[config.mk]
export PLATFORM = sky130hd
export DESIGN_NAME = dmem_arbiter_flat
export DESIGN_NICKNAME = d
export VERILOG_FILES = /design/src/rtl/dmem_arbiter_if.sv /design/src/rtl/dmem_arbiter.sv /design/src/flat_wrapper.sv
export SDC_FILE = /design/constraint.sdc
export NUM_CORES = 1
export LEC_CHECK = 0
export ABC_CLOCK_PERIOD_IN_PS = 2800
export BUFFER_PORTS_ARGS = -buffer_cell sky130_fd_sc_hd__buf_4
export CAP_MARGIN = 20
export CORE_AREA = 2 2 113 115
export DETAILED_ROUTE_END_ITERATION = 7
export DIE_AREA = 0 0 115 117
export HOLD_SLACK_MARGIN = 0.03
export PLACE_DENSITY = 0.73
export SYNTH_ARGS = -nofsm -noshare
export SYNTH_HDL_FRONTEND = slang
export SYNTH_SLANG_ARGS = --single-unit
[constraint.sdc]
create_clock -name CLK -period 2.8 [get_ports CLK]
set_clock_uncertainty 0.05 [all_clocks]
set_input_delay 0.28 -clock CLK [delete_from_list [all_inputs] [get_ports CLK]]
set_output_delay 0.28 -clock CLK [all_outputs]
set_load 0.02 [all_outputs]
[src/rtl/dmem_arbiter_if.sv]
// Request/response and memory-command bundle shared by the two requesters,
// the data-memory arbiter and the data memory itself.
interface dmem_arbiter_if #(
    parameter int unsigned A_WIDTH    = 28,
    parameter int unsigned DATA_WIDTH = 32
);
    logic                  REQ0, REQ1;
    logic                  WE0, WE1;
    logic [A_WIDTH-1:0]    A0, A1;
    logic [DATA_WIDTH-1:0] WD0, WD1;
    logic                  ACK0, ACK1;
    logic [DATA_WIDTH-1:0] RD0, RD1;
    logic                  ERR0, ERR1;
    logic                  BUSY;
    logic [A_WIDTH-1:0]    MEM_A;
    logic [DATA_WIDTH-1:0] MEM_WD;
    logic                  MEM_WE;
    logic [DATA_WIDTH-1:0] MEM_RD;

    modport slave (
        input  REQ0, REQ1, WE0, WE1, A0, A1, WD0, WD1, MEM_RD,
        output ACK0, ACK1, RD0, RD1, ERR0, ERR1, BUSY, MEM_A, MEM_WD, MEM_WE
    );

    modport master (
        output REQ0, REQ1, WE0, WE1, A0, A1, WD0, WD1, MEM_RD,
        input  ACK0, ACK1, RD0, RD1, ERR0, ERR1, BUSY, MEM_A, MEM_WD, MEM_WE
    );
endinterface

[src/rtl/dmem_arbiter.sv]
// Round-robin arbiter sharing one word-aligned data memory between the CPU
// load/store path (requester 0) and the loader/DMA port (requester 1).
module dmem_arbiter #(
    parameter int unsigned A_WIDTH    = 28,
    parameter int unsigned DATA_WIDTH = 32
) (
    input logic           CLK,
    input logic           RST_N,
    dmem_arbiter_if.slave bus
);
    typedef enum logic [1:0] {IDLE, ACCESS, RESP} state_t;

    state_t                state_q, state_d;
    logic                  last_q, last_d;
    logic                  sel_q, sel_d;
    logic                  mis_q, mis_d;
    logic                  we_q, we_d;
    logic [A_WIDTH-1:0]    a_q, a_d;
    logic [DATA_WIDTH-1:0] wd_q, wd_d;
    logic [DATA_WIDTH-1:0] rdata_q, rdata_d;

    logic                  req_any;
    logic                  gnt;
    logic                  req_we;
    logic [A_WIDTH-1:0]    req_a;
    logic [DATA_WIDTH-1:0] req_wd;
    logic                  ack;

    always_comb begin
        req_any = bus.REQ0 | bus.REQ1;
        // On a tie the requester that was not served last wins.
        gnt     = (bus.REQ0 & bus.REQ1) ? ~last_q : bus.REQ1;
        req_we  = gnt ? bus.WE1 : bus.WE0;
        req_a   = gnt ? bus.A1  : bus.A0;
        req_wd  = gnt ? bus.WD1 : bus.WD0;

        state_d = state_q;
        last_d  = last_q;
        sel_d   = sel_q;
        mis_d   = mis_q;
        we_d    = we_q;
        a_d     = a_q;
        wd_d    = wd_q;
        rdata_d = rdata_q;

        case (state_q)
            IDLE: begin
                if (req_any) begin
                    sel_d   = gnt;
                    last_d  = gnt;
                    a_d     = req_a;
                    wd_d    = req_wd;
                    rdata_d = '0;
                    if (req_a[1:0] != 2'b00) begin
                        mis_d   = 1'b1;
                        state_d = RESP;
                    end else begin
                        mis_d   = 1'b0;
                        we_d    = req_we;
                        state_d = ACCESS;
                    end
                end
            end
            ACCESS: begin
                if (!we_q) rdata_d = bus.MEM_RD;
                we_d    = 1'b0;
                state_d = RESP;
            end
            RESP:    state_d = IDLE;
            default: state_d = IDLE;
        endcase
    end

    always_ff @(posedge CLK) begin
        if (!RST_N) begin
            state_q <= IDLE;
            last_q  <= 1'b1;
            sel_q   <= 1'b0;
            mis_q   <= 1'b0;
            we_q    <= 1'b0;
            a_q     <= '0;
            wd_q    <= '0;
            rdata_q <= '0;
        end else begin
            state_q <= state_d;
            last_q  <= last_d;
            sel_q   <= sel_d;
            mis_q   <= mis_d;
            we_q    <= we_d;
            a_q     <= a_d;
            wd_q    <= wd_d;
            rdata_q <= rdata_d;
        end
    end

    assign ack = (state_q == RESP);

    assign bus.ACK0   = ack & ~sel_q;
    assign bus.ACK1   = ack &  sel_q;
    assign bus.ERR0   = bus.ACK0 & mis_q;
    assign bus.ERR1   = bus.ACK1 & mis_q;
    assign bus.RD0    = bus.ACK0 ? rdata_q : '0;
    assign bus.RD1    = bus.ACK1 ? rdata_q : '0;
    assign bus.BUSY   = (state_q != IDLE);
    assign bus.MEM_A  = a_q;
    assign bus.MEM_WD = wd_q;
    // Gated by reset so a reset landing in ACCESS blocks the write at that edge.
    assign bus.MEM_WE = we_q & RST_N;
endmodule

[src/flat_wrapper.sv]
// flat-port wrapper written by rule: the top's interface ports become plain ports
module dmem_arbiter_flat 
#(
    parameter int unsigned A_WIDTH    = 28,
    parameter int unsigned DATA_WIDTH = 32
)
  (CLK, RST_N, bus_REQ0, bus_REQ1, bus_WE0, bus_WE1, bus_A0, bus_A1, bus_WD0, bus_WD1, bus_MEM_RD, bus_ACK0, bus_ACK1, bus_RD0, bus_RD1, bus_ERR0, bus_ERR1, bus_BUSY, bus_MEM_A, bus_MEM_WD, bus_MEM_WE);
  dmem_arbiter_if #(.A_WIDTH(A_WIDTH), .DATA_WIDTH(DATA_WIDTH)) bus_i ();
  input logic CLK;
  input logic RST_N;
  input wire logic [$bits(bus_i.REQ0)-1:0] bus_REQ0;
  input wire logic [$bits(bus_i.REQ1)-1:0] bus_REQ1;
  input wire logic [$bits(bus_i.WE0)-1:0] bus_WE0;
  input wire logic [$bits(bus_i.WE1)-1:0] bus_WE1;
  input wire logic [$bits(bus_i.A0)-1:0] bus_A0;
  input wire logic [$bits(bus_i.A1)-1:0] bus_A1;
  input wire logic [$bits(bus_i.WD0)-1:0] bus_WD0;
  input wire logic [$bits(bus_i.WD1)-1:0] bus_WD1;
  input wire logic [$bits(bus_i.MEM_RD)-1:0] bus_MEM_RD;
  output wire logic [$bits(bus_i.ACK0)-1:0] bus_ACK0;
  output wire logic [$bits(bus_i.ACK1)-1:0] bus_ACK1;
  output wire logic [$bits(bus_i.RD0)-1:0] bus_RD0;
  output wire logic [$bits(bus_i.RD1)-1:0] bus_RD1;
  output wire logic [$bits(bus_i.ERR0)-1:0] bus_ERR0;
  output wire logic [$bits(bus_i.ERR1)-1:0] bus_ERR1;
  output wire logic [$bits(bus_i.BUSY)-1:0] bus_BUSY;
  output wire logic [$bits(bus_i.MEM_A)-1:0] bus_MEM_A;
  output wire logic [$bits(bus_i.MEM_WD)-1:0] bus_MEM_WD;
  output wire logic [$bits(bus_i.MEM_WE)-1:0] bus_MEM_WE;
  assign bus_i.REQ0 = bus_REQ0;
  assign bus_i.REQ1 = bus_REQ1;
  assign bus_i.WE0 = bus_WE0;
  assign bus_i.WE1 = bus_WE1;
  assign bus_i.A0 = bus_A0;
  assign bus_i.A1 = bus_A1;
  assign bus_i.WD0 = bus_WD0;
  assign bus_i.WD1 = bus_WD1;
  assign bus_i.MEM_RD = bus_MEM_RD;
  assign bus_ACK0 = bus_i.ACK0;
  assign bus_ACK1 = bus_i.ACK1;
  assign bus_RD0 = bus_i.RD0;
  assign bus_RD1 = bus_i.RD1;
  assign bus_ERR0 = bus_i.ERR0;
  assign bus_ERR1 = bus_i.ERR1;
  assign bus_BUSY = bus_i.BUSY;
  assign bus_MEM_A = bus_i.MEM_A;
  assign bus_MEM_WD = bus_i.MEM_WD;
  assign bus_MEM_WE = bus_i.MEM_WE;
  dmem_arbiter #(.A_WIDTH(A_WIDTH), .DATA_WIDTH(DATA_WIDTH)) u_core (.CLK(CLK), .RST_N(RST_N), .bus(bus_i));
endmodule
==> flow_summary.ini, run 1 <==
[run_status]
outcome = completed

[worst_setup_path]
critPathKind = flop to output pin
cp_data_required_time_ps = 2470
critical_path_arrival_ps = 1740
critical-path-slowest-cell = sky130_fd_sc_hd__dfxtp_1
crit_chain = and3_1, buf_4, and2_1, buf_4
crit_path_launch = u_core.state_q[1]$_SDFFE_PN0N_
critical_path.reg2reg.endpoint = u_core.rdata_q[12]$_SDFFE_PN0P_
cpMostUsedCell = sky130_fd_sc_hd__buf_4
critical_register_to_register_path_startpoint = u_core.state_q[0]$_SDFFE_PN0N_
critical_path_buf_inv_count = 2
cpLargestDelayFamily = flip-flops
r2r_cells = 4
ff2ff_setup_slack_ps = 870
crit_path_end_kind = output pin
worst_path_largest_cell_delay_ps = 550
timing.critical_path.from_type = flop
crit_fanout = 34

[timing]
timing.slew.headroom_pct = 28.3
period_minus_slack_ps = 2070
drv_slew = 0
rsz0062_at_grt = false
timing.final.hold_violations = 0
finalSetupTns_ps = 0
timing.final.setup_violations = 0
fmax_mhz = 484
finalCritPeriodShare_pct = 73.8
timing_worst_slew_pin_value_ps = 1080

[power]
p_sw_share_pct = 27.8
p_leak_uw = 0.00382
pwr-share-clk_pct = 32.6
seqPwrFrac_pct = 42.7
power_per_cell_area_mw_per_mm2 = 519
power_switching_uw = 1030
internal_power_uw = 2680
peakVddDrop_mv = 0.411
power_frac_comb_pct = 24.7

[die]
chipWidth_um = 115
floorplan.die.height_um = 117
top_level_ports = 288
num_rows = 41
initial_utilization_pct = 38.1
core_mm2 = 0.0123
die_area_mm2 = 0.0135

[synthesis]
post_synth_fa_ha_maj_area_fraction_pct = 0
compound_gate_fraction_of_synth_area_pct = 19.1
synthXorXnorAreaFrac_pct = 0
synth.distinct_cells = 25
yosys.area_share.simple_pct = 20.1
syn_avg_cell_area_um2 = 9.64
combinational_family_with_the_most_area_after_synthesis = simple AND/OR/NAND/NOR gates
synthesis.nets = 645
synth.yosys.warnings = 0
synth.ff_latch_count = 98
muxShareOfSynthArea_pct = 13.4
synth_enable_flop_cells = 0
mappedNetlistArea_mm2 = 0.00469
ys_seq_area_share_pct = 41.8
synth-main-ff-cell = sky130_fd_sc_hd__dfxtp_1
postSynthCellCount = 487
synth_async_sr_flop_share_pct = 0

[route]
routed_wl_um = 13300
drt_first_pass_iters = 4
post_drt_wl_per_cell_um = 14.7
detail_route.drc_violations = 0
first_iter_violations = 213
overall_via_count_from_detail_route = 4419
route.antenna.remaining_nets = 0
route.detailed.vias_per_inst = 4.90

[global_route]
antenna_found_initial = 0
first_global_vias = 4109
top_usage_layer = met2
grt_overflow_total = 0
grt.total_usage_pct = 18.6
grt.met2_usage_pct = 34.5
grt_pass1_wl_um = 19800
grt_max_degree = 70
grt.met3_usage_pct = 5.15
global_route.usage.met1_pct = 20.5

[cts]
clk-insertion-delay-late_ps = 330
resized_gates_after_cts = 0
clockBufferDepth = 2
cts_tree = yes
cts_hold_buf = 0
tritoncts_num_sinks = 98
cts_inserted_buffers = 9
clk_transition_reported_paths_ps = 60
cts-htree-levels = 3
cts_setup_buffers = 0
clock-root-buffer = sky130_fd_sc_hd__clkbuf_16

[layout]
antenna-diode-count = 0
filler_cell_count = 1095
finalCoreUtilization_pct = 58.1
num-nets-final = 905
drive_above_1_share_pct = 41.5
flow.area_growth_from_synthesis_pct = 52.4
final_cells = 901

[worst_hold_path]
hold_depth = 3
hold_path_end = u_core.rdata_q[1]$_SDFFE_PN0P_
hold_class = input port to flop
timing.hold.worst.start = bus_MEM_RD[1]

[placement]
port-buffer-count = 287
gp_routability_congestion = 0.761
dp_hpwl_um = 9980
place.detailed.instances = 886

[job]
timing.max_cap.violations = 0
synthesized netlist by cell type, types with 4 or more instances:
cell type                  count  area share [%]
sky130_fd_sc_hd__dfxtp_1      98              42
sky130_fd_sc_hd__and2_1       68             9.1
sky130_fd_sc_hd__mux2i_1      63              13
sky130_fd_sc_hd__nand2_1      63             5.0
sky130_fd_sc_hd__o211a_1      60              13
sky130_fd_sc_hd__nor2b_1      33             4.4
sky130_fd_sc_hd__a22oi_1      32             5.1
sky130_fd_sc_hd__clkbuf_1     20             1.6
sky130_fd_sc_hd__buf_2        15             1.6
sky130_fd_sc_hd__buf_4         7             1.1
sky130_fd_sc_hd__nor2_1        5            0.40
sky130_fd_sc_hd__buf_6         4            0.96
cells by family (layout without fill, tap and decap cells):
group / count (synthesis) / count (layout)
muxes: 63 / 63
DFF: 98 / 98
AOI/OAI and AO/OA: 100 / 100
and+or+nand+nor: 176 / 176
buffers and inverters: 50 / 314
sequential cells by signal (all words and copies together), names as in the netlist:
register and count:
u_core.bus.MEM_A 28, u_core.bus.MEM_WD 32, u_core.last_q 1, u_core.mis_q 1, u_core.rdata_q 32, u_core.sel_q 1
u_core.state_q 2, u_core.we_q 1
layout make-up:
type / count / area (µm²) / share of cell area, %
Clock buffer: 13 / 250 / 3.50
Timing Repair Buffer: 295 / 2210 / 31.0
Multi-Input combinational cell: 339 / 2490 / 34.8
Tap cell: 150 / 188 / 2.62
Inverter: 4 / 15.0 / 0.210
Clock inverter: 2 / 37.5 / 0.525
Sequential cell: 98 / 1960 / 27.4
per-layer routing:
metal  vias up  routed length (µm)
met1      2009                5190
li1       2219                   -
met3        15                1060
met4         0                 206
met2       176                6820
met5         -                   0
cell usage in the layout (no fill, tap or decap):
master,synthesis,routed
sky130_fd_sc_hd__buf_4,7,295
sky130_fd_sc_hd__dfxtp_1,98,98
sky130_fd_sc_hd__and2_1,68,68
sky130_fd_sc_hd__mux2i_1,63,63
sky130_fd_sc_hd__nand2_1,63,63
sky130_fd_sc_hd__o211a_1,60,60
sky130_fd_sc_hd__nor2b_1,33,33
sky130_fd_sc_hd__a22oi_1,32,32
sky130_fd_sc_hd__clkbuf_16,0,9
sky130_fd_sc_hd__nor2_1,5,5
sky130_fd_sc_hd__inv_1,3,3
sky130_fd_sc_hd__clkbuf_1,20,3
sky130_fd_sc_hd__and3_1,2,2
sky130_fd_sc_hd__nor3_4,1,2
sky130_fd_sc_hd__nor3_1,2,2
sky130_fd_sc_hd__a21oi_1,2,2
sky130_fd_sc_hd__o21ai_0,2,2
sky130_fd_sc_hd__inv_2,1,1
sky130_fd_sc_hd__a21boi_4,0,1
sky130_fd_sc_hd__a211o_1,1,1
sky130_fd_sc_hd__a31o_2,1,1
sky130_fd_sc_hd__nor3b_1,1,1
sky130_fd_sc_hd__o32ai_1,1,1
sky130_fd_sc_hd__clkbuf_8,0,1
sky130_fd_sc_hd__clkinvlp_4,0,1
sky130_fd_sc_hd__bufinv_16,0,1
worst max-delay path by stage:
stage / end / cells after the start
after global routing: bus_RD0[26] / 4
after detailed placement: u_core.rdata_q[12]$_SDFFE_PN0P_ / 4
final: bus_RD0[26] / 4
after CTS: bus_RD0[26] / 4
after global placement: u_core.rdata_q[26]$_SDFFE_PN0P_ / 5
after floorplan: bus_RD0[22] / 5
per-stage QoR:
step	hold WS [ps]	cell area, µm²	total power [µW]	setup slack (ps)
floorplan	413	4690	2130	1200
global placement	431	6870	2520	971
detailed placement	437	6870	2540	914
CTS	161	7150	3760	696
finish	168	7150	3710	733
global route	164	7150	3900	596
worst register-to-register path: stages (launching register included):
cell                      delay (ps)
sky130_fd_sc_hd__dfxtp_1         390
sky130_fd_sc_hd__nor3_1          220
sky130_fd_sc_hd__a211o_1         850
sky130_fd_sc_hd__a22oi_1         190
sky130_fd_sc_hd__nor2b_1         160
power by group through the flow:
stage	Combinational, µW	Clock, µW	Sequential (µW)
6_report	918	1210	1590
5_1_grt	992	1300	1600
4_1_cts	928	1240	1590
3_5_place_dp	926	0	1620
3_3_place_gp	905	0	1610
2_1_floorplan	400	0	1730
No activity file was read; power rests on OpenSTA's default activity.
==> inputs of run 2 (changes only) <==
- ABC_CLOCK_PERIOD_IN_PS: 2800 -> 1650
- CORE_AREA: 2 2 113 115 -> not set
- CORE_UTILIZATION: not set -> 39
- DIE_AREA: 0 0 115 117 -> not set
- PLACE_DENSITY: 0.73 -> 0.77
- clock period: 2.8 -> 1.65 ns (I/O delays scaled with it)
==> run 2 against run 1 <==
Net effect:
- the run now ends with design-rule violations, negative setup slack left
- sequential cell count stayed put
- combinational power is 92% higher
- power is 75% higher
- cell area is 10% higher
- die area is 7.3% lower
- cell count is 1.6% higher
- hold slack worse by 110 ps
- count of clock-buffer cells in the layout is 3 lower
- via count is 4.6% higher
- non-clock buffer count is 20 higher
- wire length is 8.4% higher
- clock power is 71% higher
- critical path type unchanged
- critical endpoint is now bus_RD1[18]
- largest cell class is now buffers
==> flow_summary.ini, run 2 (synthesized netlist as in run 1, its figures left out) <==
[run_status]
outcome = complete, but fails checks
failed_checks = design-rule violations, negative setup slack

[worst_setup_path]
worst_path_largest_cell_delay_ps = 360
critical_path_buf_inv_count = 3
cpLargestDelayFamily = simple AND/OR/NAND/NOR gates
cp_data_required_time_ps = 1430
timing.critical_path.from_type = flop
critical_path_arrival_ps = 1450
crit_path_end_kind = output pin
critical-path-slowest-cell = sky130_fd_sc_hd__dfxtp_4
critPathKind = flop to output pin
crit_chain = inv_4, and3_4, buf_16, and2_1, buf_6
crit_fanout = 17

[placement]
gp_routability_congestion = 0.760
place.detailed.instances = 885
port-buffer-count = 287
dp_hpwl_um = 10200
dpl-instance-area_mm2 = 0.00704

[cts]
cts_tree = yes
cts-htree-levels = 3
cts_hold_buf = 0
clk-insertion-delay-late_ps = 330
clk_transition_reported_paths_ps = 70
clock-root-buffer = sky130_fd_sc_hd__clkbuf_16
cts_inserted_buffers = 9
clockBufferDepth = 2
tritoncts_num_sinks = 98

[global_route]
grt.total_usage_pct = 21.5
antenna_found_initial = 0
grt_overflow_total = 0
first_global_vias = 4546
grt_pass1_wl_um = 21600
grt_max_degree = 44

[timing]
timing.final.setup_violations = 2
whs_ps = 59.3
period_minus_slack_ps = 1670
timing_worst_slew_pin_value_ps = 352
finalCritPeriodShare_pct = 101
rsz0062_at_grt = true
fin_ws_ps = -16.8
fmax_mhz = 600
drv_slew = 0
timing.slew.headroom_pct = 75.8
timing.final.hold_violations = 0

[layout]
layout.cells.most_common = sky130_fd_sc_hd__buf_4
num-nets-final = 925
most-common-layout-cells = sky130_fd_sc_hd__buf_4 (238), sky130_fd_sc_hd__dfxtp_1 (96), sky130_fd_sc_hd__mux2i_1 (63), sky130_fd_sc_hd__nand2_1 (63), sky130_fd_sc_hd__buf_6 (62)
filler_cell_count = 872
final_cells = 915
fin_area_mm2 = 0.00787
multi_input_area_mm2 = 0.00260
drive_above_1_share_pct = 49.5
flow.area_growth_from_synthesis_pct = 67.7
seq_area_mm2 = 0.00197
antenna-diode-count = 0

[worst_hold_path]
hold_class = input port to flop

[power]
p_leak_uw = 0.00409
total_power_uw = 6520
peakVddDrop_mv = 0.501
power_per_cell_area_mw_per_mm2 = 828

[route]
drt_first_pass_iters = 8
routed_wl_um = 14400
first_iter_violations = 309
detail_route.drc_violations = 20
overall_via_count_from_detail_route = 4623
route.detailed.vias_per_inst = 5.05
route.antenna.remaining_nets = 0
post_drt_wl_per_cell_um = 15.7

[die]
floorplan.die.height_um = 112
initial_utilization_pct = 40.6
core_mm2 = 0.0116
top_level_ports = 288
num_rows = 39
chipWidth_um = 112
die_area_mm2 = 0.0125

[job]
timing.max_cap.violations = 0
[run 2: area by class of cell]
class	instances	share of cell area, %
timing repair buffer	315	35.6
multi-input combinational	339	33.1
sequential	98	25.0
clock buffer	10	2.91
tap	143	2.27
clock inverter	6	0.859
inverter	4	0.223
[run 2: report_power, final]
part | total, µW | internal (µW) | leakage, µW | switching [µW]
Sequential | 2690 | 2570 | 0.000809 | 121
Combinational | 1760 | 916 | 0.00314 | 844
Clock | 2070 | 1180 | 0.000139 | 889
Total | 6520 | 4660 | 0.00409 | 1850
[run 2: repair_timing]
action                     4_1_cts  5_1_grt
gates cloned                     1        3
buffers inserted                 3        7
resized for setup               11      102
pin swaps                        1       13
setup endpoints to repair       68       95
[run 2: layer usage]
layer / vias up / track usage (%) / wire (µm)
met5: - / 0 / 0
met2: 193 / 41.4 / 7800
li1: 2262 / - / -
met4: 0 / 7.30 / 246
met1: 2148 / 22.8 / 5380
met3: 20 / 4.57 / 972
[run 2: worst reg2reg max path: stages (launching register included)]
cell and delay, ps:
sky130_fd_sc_hd__dfxtp_1 350, sky130_fd_sc_hd__a21boi_4 240, sky130_fd_sc_hd__buf_12 260, sky130_fd_sc_hd__mux2i_1 410
sky130_fd_sc_hd__o32ai_1 120
[run 2: per-stage QoR]
step | TNS, ps | util, % | setup WS [ps]
2_1_floorplan | 0 | - | 164
3_3_place_gp | 0 | 60.9 | 141
3_5_place_dp | 0 | 60.9 | 73.1
4_1_cts | 0 | 64.1 | 4.41
5_1_grt | -1430 | 68.0 | -60.8
6_report | -23.4 | 68.0 | -16.8
[run 2: final timing paths]
path                                          from                               end  slack, ps  cells past startpoint
hold / removal                       bus_MEM_RD[6]    u_core.rdata_q[6]$_SDFFE_PN0P_         60                      3
hold reg to reg   u_core.bus.MEM_A[8]$_SDFFE_PN0P_  u_core.bus.MEM_A[8]$_SDFFE_PN0P_        450                      1
setup reg to reg        u_core.last_q$_SDFFE_PN1P_          u_core.we_q$_SDFFE_PN0P_        110                      4
setup / recovery    u_core.state_q[0]$_SDFFE_PN0N_                       bus_RD1[18]        -20                      5
